**config.mk**
```make
export PLATFORM = sky130hd
export DESIGN_NAME = student_irq_fetch
export DESIGN_NICKNAME = d
export VERILOG_FILES = /design/src/rtl/student_irq_fetch.sv
export SDC_FILE = /design/constraint.sdc
export NUM_CORES = 1
export LEC_CHECK = 0
export ABC_AREA = 1
export CAP_MARGIN = 20
export CELL_PAD_IN_SITES_DETAIL_PLACEMENT = 1
export CELL_PAD_IN_SITES_GLOBAL_PLACEMENT = 1
export CORE_ASPECT_RATIO = 0.8
export CORE_UTILIZATION = 20
export DETAILED_ROUTE_END_ITERATION = 16
export PLACE_DENSITY_LB_ADDON = 0.3
export SLEW_MARGIN = 20
export SYNTH_ARGS = -nofsm -noshare
export SYNTH_HDL_FRONTEND = slang
export SYNTH_SLANG_ARGS = --single-unit
export TNS_END_PERCENT = 10
```
**constraint.sdc**
```tcl
create_clock -name clk_i -period 3.99 [get_ports clk_i]
set_clock_uncertainty 0.05 [all_clocks]
set_input_delay 0.798 -clock clk_i [delete_from_list [all_inputs] [get_ports clk_i]]
set_output_delay 0.798 -clock clk_i [all_outputs]
set_load 0.03 [all_outputs]
```
**src/rtl/student_irq_fetch.sv**
```systemverilog
// Interrupt vector fetcher: reads IRQ_NO over TL-UL, optionally masks
// the line via MASK_CLR, then hands the vector to the consumer.
package tlul_pkg;
    localparam logic [2:0] PutFullData   = 3'h0;
    localparam logic [2:0] Get           = 3'h4;
    localparam logic [2:0] AccessAck     = 3'h0;
    localparam logic [2:0] AccessAckData = 3'h1;

    typedef struct packed {
        logic        a_valid;
        logic [2:0]  a_opcode;
        logic [2:0]  a_param;
        logic [1:0]  a_size;
        logic [7:0]  a_source;
        logic [31:0] a_address;
        logic [3:0]  a_mask;
        logic [31:0] a_data;
        logic        d_ready;
    } tl_h2d_t;

    typedef struct packed {
        logic        d_valid;
        logic [2:0]  d_opcode;
        logic [2:0]  d_param;
        logic [1:0]  d_size;
        logic [7:0]  d_source;
        logic        d_sink;
        logic [31:0] d_data;
        logic        d_error;
        logic        a_ready;
    } tl_d2h_t;
endpackage

module student_irq_fetch #(
    parameter int          N            = 16,
    parameter logic [31:0] BASE_ADDR    = 32'h0,
    parameter logic [31:0] IRQ_NO_OFS   = 32'h10,
    parameter logic [31:0] MASK_CLR_OFS = 32'h08,
    parameter bit          AUTO_MASK    = 1'b1,
    localparam int         NW           = $clog2(N + 1)
) (
    input  logic              clk_i,
    input  logic              rst_i,
    input  logic              enable_i,
    input  logic              irq_en_i,
    output tlul_pkg::tl_h2d_t tl_o,
    input  tlul_pkg::tl_d2h_t tl_i,
    output logic              vec_valid_o,
    output logic [NW-1:0]     vec_no_o,
    input  logic              vec_ready_i,
    output logic              err_o,
    output logic [7:0]        spurious_cnt_o,
    output logic              busy_o
);

    localparam logic [NW-1:0] N_V = NW'(N);

    typedef enum logic [2:0] {
        IDLE, RD_REQ, RD_RSP, MK_REQ, MK_RSP, DELIVER
    } state_e;

    state_e        state_q, state_d;
    logic [NW-1:0] no_q, no_d;
    logic [7:0]    spur_q, spur_d;
    logic          err_q, err_d;
    logic [NW-1:0] rsp_no;

    assign rsp_no = tl_i.d_data[NW-1:0];

    always_comb begin
        state_d = state_q;
        no_d    = no_q;
        spur_d  = spur_q;
        err_d   = 1'b0;

        tl_o           = '0;
        tl_o.a_size    = 2'd2;
        tl_o.a_mask    = 4'hF;
        tl_o.a_opcode  = tlul_pkg::Get;
        tl_o.a_address = BASE_ADDR + IRQ_NO_OFS;

        unique case (state_q)
            IDLE: begin
                if (irq_en_i && enable_i) state_d = RD_REQ;
            end
            RD_REQ: begin
                tl_o.a_valid = 1'b1;
                if (tl_i.a_ready) state_d = RD_RSP;
            end
            RD_RSP: begin
                tl_o.d_ready = 1'b1;
                if (tl_i.d_valid) begin
                    if (tl_i.d_error) begin
                        err_d   = 1'b1;
                        state_d = IDLE;
                    end else if (rsp_no >= N_V) begin
                        // Out-of-range numbers are spurious and never delivered
                        if (spur_q != 8'hFF) spur_d = spur_q + 8'd1;
                        state_d = IDLE;
                    end else begin
                        no_d    = rsp_no;
                        state_d = AUTO_MASK ? MK_REQ : DELIVER;
                    end
                end
            end
            MK_REQ: begin
                tl_o.a_valid   = 1'b1;
                tl_o.a_opcode  = tlul_pkg::PutFullData;
                tl_o.a_address = BASE_ADDR + MASK_CLR_OFS;
                tl_o.a_data    = 32'b1 << no_q;
                if (tl_i.a_ready) state_d = MK_RSP;
            end
            MK_RSP: begin
                tl_o.d_ready = 1'b1;
                if (tl_i.d_valid) begin
                    err_d   = tl_i.d_error;
                    state_d = tl_i.d_error ? IDLE : DELIVER;
                end
            end
            DELIVER: begin
                if (vec_ready_i) state_d = IDLE;
            end
            default: state_d = IDLE;
        endcase
    end

    always_ff @(posedge clk_i) begin
        if (rst_i) begin
            state_q <= IDLE;
            no_q    <= '0;
            spur_q  <= '0;
            err_q   <= 1'b0;
        end else begin
            state_q <= state_d;
            no_q    <= no_d;
            spur_q  <= spur_d;
            err_q   <= err_d;
        end
    end

    assign vec_valid_o    = (state_q == DELIVER);
    assign vec_no_o       = no_q;
    assign err_o          = err_q;
    assign spurious_cnt_o = spur_q;
    assign busy_o         = (state_q != IDLE);

endmodule
```
# ---- Word-level counts from Yosys, hierarchy flattened
# Cells that the tools add are included.
dict set report classes {
  eq_ne 12
  order_cmp 1
  muxes 19
  bitwise 2
  add_sub_neg 1
  reduce_logical 8
  shifts 1
}
# operator count
set ops {}
lappend ops {{$mux 32} 1}
lappend ops {{$shl 1x5->32 const A} 1}
lappend ops {{$mux 3} 9}
lappend ops {{$pmux 3 s6} 1}
lappend ops {{$ne 2x2->1 const B} 5}
lappend ops {{$add 8x1->8 const B} 1}
lappend ops {{$ne 8x8->1 const B} 1}
lappend ops {{$eq 3x2->1 const B} 2}
lappend ops {{$eq 3x3->1 const B} 2}
lappend ops {{$reduce_and 6->1} 1}
lappend ops {{$ge 5x5->1 const B} 1}
lappend ops {{$mux 1} 5}
lappend ops {{$mux 5} 1}
lappend ops {{$reduce_and 5->1} 1}
lappend ops {{$reduce_and 4->1} 1}
lappend ops {{$reduce_or 2->1} 2}
lappend ops {{$eq 3x1->1 const B} 1}
lappend ops {{$logic_not 3->1} 1}
lappend ops {{$reduce_bool 3->1} 1}
lappend ops {{$mux 2} 1}
lappend ops {{$ne 2x1->1 const B} 1}
lappend ops {{$not 1->1} 2}
lappend ops {{$pmux 1 s2} 1}
lappend ops {{$logic_and 1x1->1} 1}
dict set report word_totals {
  reg_bits 17
  input_bits 57
}

# ---- Logic depth before layout (Yosys ltp)
# Gate-level depths: netlist (run 1).
dict set report logic_depth {
  depth_word 5
  ltp_mapped 10
  depth_no_buf 10
}

# ---- Least setup slack after synthesis (run 1)
# Ideal clock, no wire load.
dict set report synth_path {
  kind {reg-to-output}
  from {register state_q[0]}
  to {output tl_o[22] in the netlist's numbering}
  arrival_time_ns 1.718
  path_slack_ns 1.424
  path_buffers 1
  path_stages_with_launch 6
  cell_sequence {dfxtp_1 nand3_4 inv_1 nand2_1 buf_2 nor2_1}
}
# item line_no
set synth_lines {}
lappend synth_lines {{start, declared} 62} ;# state_e state_q, state_d;
lappend synth_lines {{start signal, assigned} 134} ;# state_q <= state_d;
lappend synth_lines {{end, declared} 46} ;# output tlul_pkg::tl_h2d_t tl_o,

==> flow_summary_export.csv, run 1 <==
group,metric,value,unit
placement,gp_congestion,0.7270,
global_routing,grt_max_degree,17,
logic_synthesis,synth_compound_area_share,5.247,%
timing,tns,0,ns
critical_path,path_cells,"nand3_4, or2_2, nor2_1, clkdlybuf4s50_1",
critical_path,worst_path_max_delay_cell,"clkdlybuf4s50_1",
logic_synthesis,synth_top_family_by_area,"simple AND/OR/NAND/NOR gates",
logic_synthesis,syn_inst,250,
cells_and_area,finalNetCount,365,
logic_synthesis,yosys_warnings,0,
logic_synthesis,synth_area_per_cell,6.676,sq um
clock_network,cts.sinks,17,
power_and_ir_drop,leakage,0.8652,nW
logic_synthesis,synth_seq_cells,17,
timing,setup_viol,0,
timing,timing.fmax,0.3103,GHz
floorplan,die_w,104.1,microns
timing,hold_viol,0,
global_routing,grt_pass1_vias,1458,
clock_network,cts_setup_buffers,0,
timing,slew_violations,0,
hold_path,min_path_type,"flop to flop",
detailed_routing,wire_per_inst,11.12,microns
logic_synthesis,synthAdderAreaFrac,0.7496,%
detailed_routing,antenna_left,0,
placement,dp_slack,0.7313,ns
clock_network,clk_latency,0.26,ns
clock_network,clk_pin_slew,0.07,ns
global_routing,overflow,0,
timing,whs,0.4316,ns
critical_path,cp_max_fo,16,
cells_and_area,area_delta_synth_final,33.66,%
critical_path,cp_slowest_stage_delay,0.70,ns
logic_synthesis,yosysSeqAreaShare,20.39,%
logic_synthesis,netlist-cell-type-count,28,
detailed_routing,vias,1583,
power_and_ir_drop,p_per_area,359.4,nW/um^2
floorplan,ios,159,
global_routing,antenna_found_initial,0,
critical_path,worst-setup-path-type,"flop to primary output",
clock_network,numCtsBuffers,3,
logic_synthesis,netlist_area,1669,sq um
detailed_routing,drcViolationCount,0,
critical_path,worstSetupStartpointType,"flop",
detailed_routing,first_iter_violations,38,
detailed_routing,viasPerCell,3.824,
timing,post-route-period-util,80.76,%
timing,maxSlewHeadroom,57.61,%
timing,worstMarginPinSlew,0.6358,ns
timing,rsz0062_at_grt,"false",
clock_network,clock_path_buffers,2,
floorplan,core_area,8019,sq um
placement,numPortBuffers,65,
cells_and_area,n_antenna_cell,0,
floorplan,rows,29,
detailed_routing,dr.pass1.iters,4,
clock_network,cts_tree,"yes",
clock_network,clockRootBuffer,"clkbuf_8",
global_routing,grt_usage,10.28,%
critical_path,endpoint_kind,"primary output",
logic_synthesis,yosysTopAreaCell,"buf_4",
logic_synthesis,yosys.area_share.simple,38.76,%
logic_synthesis,synth_xor_area_share,2.099,%
outcome,status,"finished, final reports clean",
global_routing,grt_pass1_wl,7265,microns
logic_synthesis,netlist.area_leader.share,22.49,%
critical_path,critPathTopFamily,"simple AND/OR/NAND/NOR gates",
power_and_ir_drop,ir_worst_vdd,271.1,uV
clock_network,cts-resized-gates,0,
logic_synthesis,yosys-top-cells-area,"buf_4 (22%), dfxtp_1 (20%), nor2_1 (8.5%), nand2_1 (8.3%), nor2_4 (7.4%)",
logic_synthesis,yosys-mux-area-fraction,0,%
clock_network,cts.hold.buffers_added,0,
critical_path,crit_arrival,2.37,ns
timing,period_minus_slack,3.222,ns
clock_network,cts_max_level,1,
flow_run,maxCapViolCount,0,
floorplan,die_y,83.71,microns
detailed_routing,routed_wl,4603,microns
critical_path,required,3.14,ns
placement,place_hpwl,3743,microns
floorplan,start_util,20.81,%
critical_path,critPathBufInv,1,
timing,worst_slack,0.7676,ns
floorplan,dieArea,8717,sq um
cells_and_area,drive_gt1_share,7.190,%
[metal layers]
layer | GRT usage (%) | up-vias | routed length [microns]
li1 | - | 802 | -
met1 | 13.51 | 727 | 2228
met2 | 17.15 | 52 | 2110
met3 | 2.420 | 2 | 229
met4 | 1.948 | 0 | 34
met5 | 0 | - | 0
[registers in the layout, indices dropped and copies added (netlist names)]
signal and flops:
err_o 1, spurious_cnt_o 8, vec_no_o 5, state_q 3
[cells in the final DEF, fill, tap and decap left out]
master,n
clkinv_2,1
xor2_1,4
or2_2,1
inv_2,1
nand3_1,11
clkbuf_8,3
o21ai_0,6
ha_1,1
nor2_2,1
nor3_1,4
inv_1,18
clkinv_1,4
nor2_4,11
nor2_1,38
inv_4,1
conb_1,49
nand3b_1,1
nand3_4,1
clkdlybuf4s50_1,65
nand3_2,1
a21oi_1,10
o21bai_1,1
dfxtp_1,17
nand4_1,18
nand2_1,37
nand2_2,1
[cells in the mapped netlist (all sizes together)]
cell type,instances
buf,55
clkbuf,5
dfxtp,17
nor2,50
ha,1
conb,2
a21oi,10
nand2,38
o21ai,6
o21bai,1
xor2,4
inv,20
clkinv,4
nand3,13
nand3b,1
nand4,18
nor3,4
or2,1
[report_power, final]
group	internal (mW)	switching, mW
logic	0.137	0.293
registers	0.188	0.0504
clock network	0.0694	0.0642
total	0.394	0.408
[worst paths after layout]
path,from,endpoint,slack (ns),depth (start not counted)
max,state_q[0],tl_o[6],0.77,4
min,vec_no_o[4],vec_no_o[4],0.43,2
max reg2reg,state_q[2],spurious_cnt_o[6],2.48,9
min reg2reg,vec_no_o[4],vec_no_o[4],0.43,2
[worst min-delay path: stages (launching register included)]
cell and delay, ns:
dfxtp_1 0.34, nand2_1 0.07, nor2_1 0.04
[logic make-up after synthesis]
| kind of cell | count (synthesis) |
|---|---|
| AND/OR/NAND/NOR | 125 |
| buffers and inverters | 84 |
| AO/OA/AOI/OAI | 17 |
| flip-flops | 17 |
| XOR/XNOR | 4 |
| other | 2 |
| adder cells (fa/ha/maj) | 1 |
[cell type report]
cell class	instances	area (sq um)
clock buffer	3	41.29
clock inverter	1	5.005
fill	1020	5788
inverter	24	92.59
multi-input combinational	196	965.9
sequential	17	340.3
tap	108	135.1
timing repair buffer	65	650.6
[metrics by stage]
stage	power [mW]	area, sq um	utilization [%]	std cells
final	0.8018	2231	27.82	414
after CTS	0.8123	2231	27.82	414
after global placement	0.6667	2185	27.24	410
after global routing	0.8629	2231	27.82	414
after floorplan	0.6073	1846	-	297
after detailed placement	0.6737	2185	27.24	410
No activity file was read; power rests on OpenSTA's default activity.
==> inputs of run 2 (changes only) <==
--- a/config.mk
+++ b/config.mk
@@ -10,7 +10,7 @@
 export CELL_PAD_IN_SITES_DETAIL_PLACEMENT = 1
 export CELL_PAD_IN_SITES_GLOBAL_PLACEMENT = 1
 export CORE_ASPECT_RATIO = 0.8
-export CORE_UTILIZATION = 20
+export CORE_UTILIZATION = 17
 export DETAILED_ROUTE_END_ITERATION = 16
 export PLACE_DENSITY_LB_ADDON = 0.3
 export SLEW_MARGIN = 20
==> constraint.sdc (replaced) <==
create_clock -name clk_i -period 2.7 [get_ports clk_i]
set_clock_uncertainty 0.05 [all_clocks]
set_input_delay 0.54 -clock clk_i [delete_from_list [all_inputs] [get_ports clk_i]]
set_output_delay 0.54 -clock clk_i [all_outputs]
set_load 0.03 [all_outputs]
==> flow_summary_export.csv, run 2 (same netlist as run 1, synthesis figures left out) <==
group,metric,value,unit
placement,numPortBuffers,65,
detailed_routing,drcViolationCount,0,
power_and_ir_drop,ir_worst_vdd,354.5,uV
power_and_ir_drop,p_per_area,570.1,nW/um^2
floorplan,rows,31,
detailed_routing,routed_wl,4870,microns
critical_path,worstSetupStartpointType,"flop",
timing,setup_viol,0,
floorplan,die_y,90.63,microns
global_routing,grt_use_met3,1.342,%
floorplan,die_w,112.8,microns
critical_path,worst-setup-path-type,"flop to primary output",
critical_path,endpoint_kind,"primary output",
cells_and_area,largest_reg_flops,8,
clock_network,cts_tree,"yes",
cells_and_area,area_delta_synth_final,40.55,%
detailed_routing,wire_per_inst,11.41,microns
cells_and_area,mostFrequentLayoutCell,"clkdlybuf4s50_1",
timing,post-route-period-util,95.77,%
clock_network,clk_latency,0.25,ns
timing,hold_viol,0,
timing,slew_violations,0,
clock_network,cts.sinks,17,
critical_path,crit_arrival,2.00,ns
floorplan,ios,159,
cells_and_area,layout_common_cells,"clkdlybuf4s50_1 (65), conb_1 (49), nor2_1 (38)",
cells_and_area,finalNetCount,371,
cells_and_area,multiInputGateArea,965.9,sq um
clock_network,clk_pin_slew,0.05,ns
global_routing,grt_pass1_wl,7941,microns
cells_and_area,final_cells,427,
critical_path,path_cells,"inv_2, nand3_4, or2_1, buf_12, nor2_1, clkdlybuf4s50_1",
floorplan,start_util,17.93,%
timing,timing.fmax,0.3867,GHz
detailed_routing,first_iter_violations,32,
hold_path,min_path_type,"flop to flop",
timing,period_minus_slack,2.586,ns
global_routing,busiest_layer,"met2",
outcome,status,"finished, final reports clean",
power_and_ir_drop,leakage,0.9170,nW
cells_and_area,regArea,344.1,sq um
detailed_routing,dr.pass1.iters,4,
global_routing,use_met2,15.69,%
critical_path,required,2.11,ns
flow_run,maxCapViolCount,0,
cells_and_area,n_antenna_cell,0,
global_routing,overflow,0,
cells_and_area,drive_gt1_share,10.58,%
floorplan,dieArea,10220,sq um
global_routing,grt_max_degree,17,
global_routing,grt_usage,9.517,%
timing,rsz0062_at_grt,"false",
critical_path,worst_path_max_delay_cell,"clkdlybuf4s50_1",
timing,tns,0,ns
global_routing,grt_pass1_vias,1590,
global_routing,grtUsageMet1,13.20,%
clock_network,numCtsBuffers,3,
clock_network,cts_max_level,1,
global_routing,antenna_found_initial,0,
cells_and_area,fillers,1176,
critical_path,reg2regPathDepth,5,
critical_path,cp_max_fo,16,
clock_network,clockRootBuffer,"clkbuf_16",
hold_path,worstHoldPathCells,2,
placement,placed_cells,423,
detailed_routing,vias,1617,
floorplan,core_area,9309,sq um
detailed_routing,viasPerCell,3.787,
critical_path,cp_slowest_stage_delay,0.69,ns
placement,place_hpwl,3958,microns
clock_network,clock_path_buffers,2,
placement,gp_congestion,0.7181,
detailed_routing,antenna_left,0,
[run 2: changes by cell type in the layout (fill, tap and decap cells not counted), moves of 3 or more]
cell        change
clkbuf_16       +3
clkbuf_8        -3
dfxtp_1         -3
clkinvlp_4      +3
buf_4           +5
dfxtp_2         +3
clkinv_1        -3
[run 2: per-layer routing]
layer	part of all wire [%]	wire (microns)	up-vias
li1	-	-	824
met1	50	2453	745
met2	46	2220	46
met3	3.4	167	2
met4	0.55	27	0
met5	0	0	-
[run 2: path summary, 6_finish.rpt]
kind	slack [ns]	endpoint	startpoint
hold reg to reg	0.45	vec_no_o[4]	vec_no_o[4]
setup / recovery	0.11	tl_o[5]	state_q[2]
setup reg to reg	1.19	vec_no_o[1]	state_q[2]
hold / removal	0.45	vec_no_o[4]	vec_no_o[4]
[run 2: where the power goes]
group / switching [mW] / internal (mW) / leakage [nW]
Clock: 0.106 / 0.198 / 0.0409
Sequential: 0.0292 / 0.279 / 0.139
Combinational: 0.486 / 0.239 / 0.737
[run 2: final cells by class]
type / instances / share of cell area (%)
Clock inverter: 1 / 0.2133
Timing Repair Buffer: 71 / 30.19
Tap cell: 115 / 6.133
Clock buffer: 3 / 3.200
Sequential cell: 17 / 14.67
Inverter: 24 / 4.427
Multi-Input combinational cell: 196 / 41.17
[run 2: stage by stage]
| stage | hold slack (ns) | setup slack [ns] | util [%] | area, sq um | power (mW) |
|---|---|---|---|---|---|
| after floorplan | 0.5308 | 0.3916 | - | 1846 | 0.8974 |
| after CTS | 0.4573 | 0.02602 | 25.04 | 2331 | 1.359 |
| after detailed placement | 0.4431 | 0.3153 | 24.18 | 2251 | 1.042 |
| final | 0.4510 | 0.1142 | 25.20 | 2346 | 1.338 |
| after global routing | 0.4830 | 0.01209 | 25.20 | 2346 | 1.444 |
| after global placement | 0.4336 | 0.3643 | 24.18 | 2251 | 1.036 |
[run 2: repair_timing]
item                                    4_1_cts  5_1_grt
setup buffers                                 0        0
endpoints found under the setup margin        0       28
hold buffers                                  0        0
endpoints found under the hold margin         0        0
resized for setup                             0        6
[run 2: critical path: cells and delay by family (launching register included)]
kind          cells  cell delay (ns)
simple gates      3             0.45
flops             1             0.31
buf+inv           3             0.98
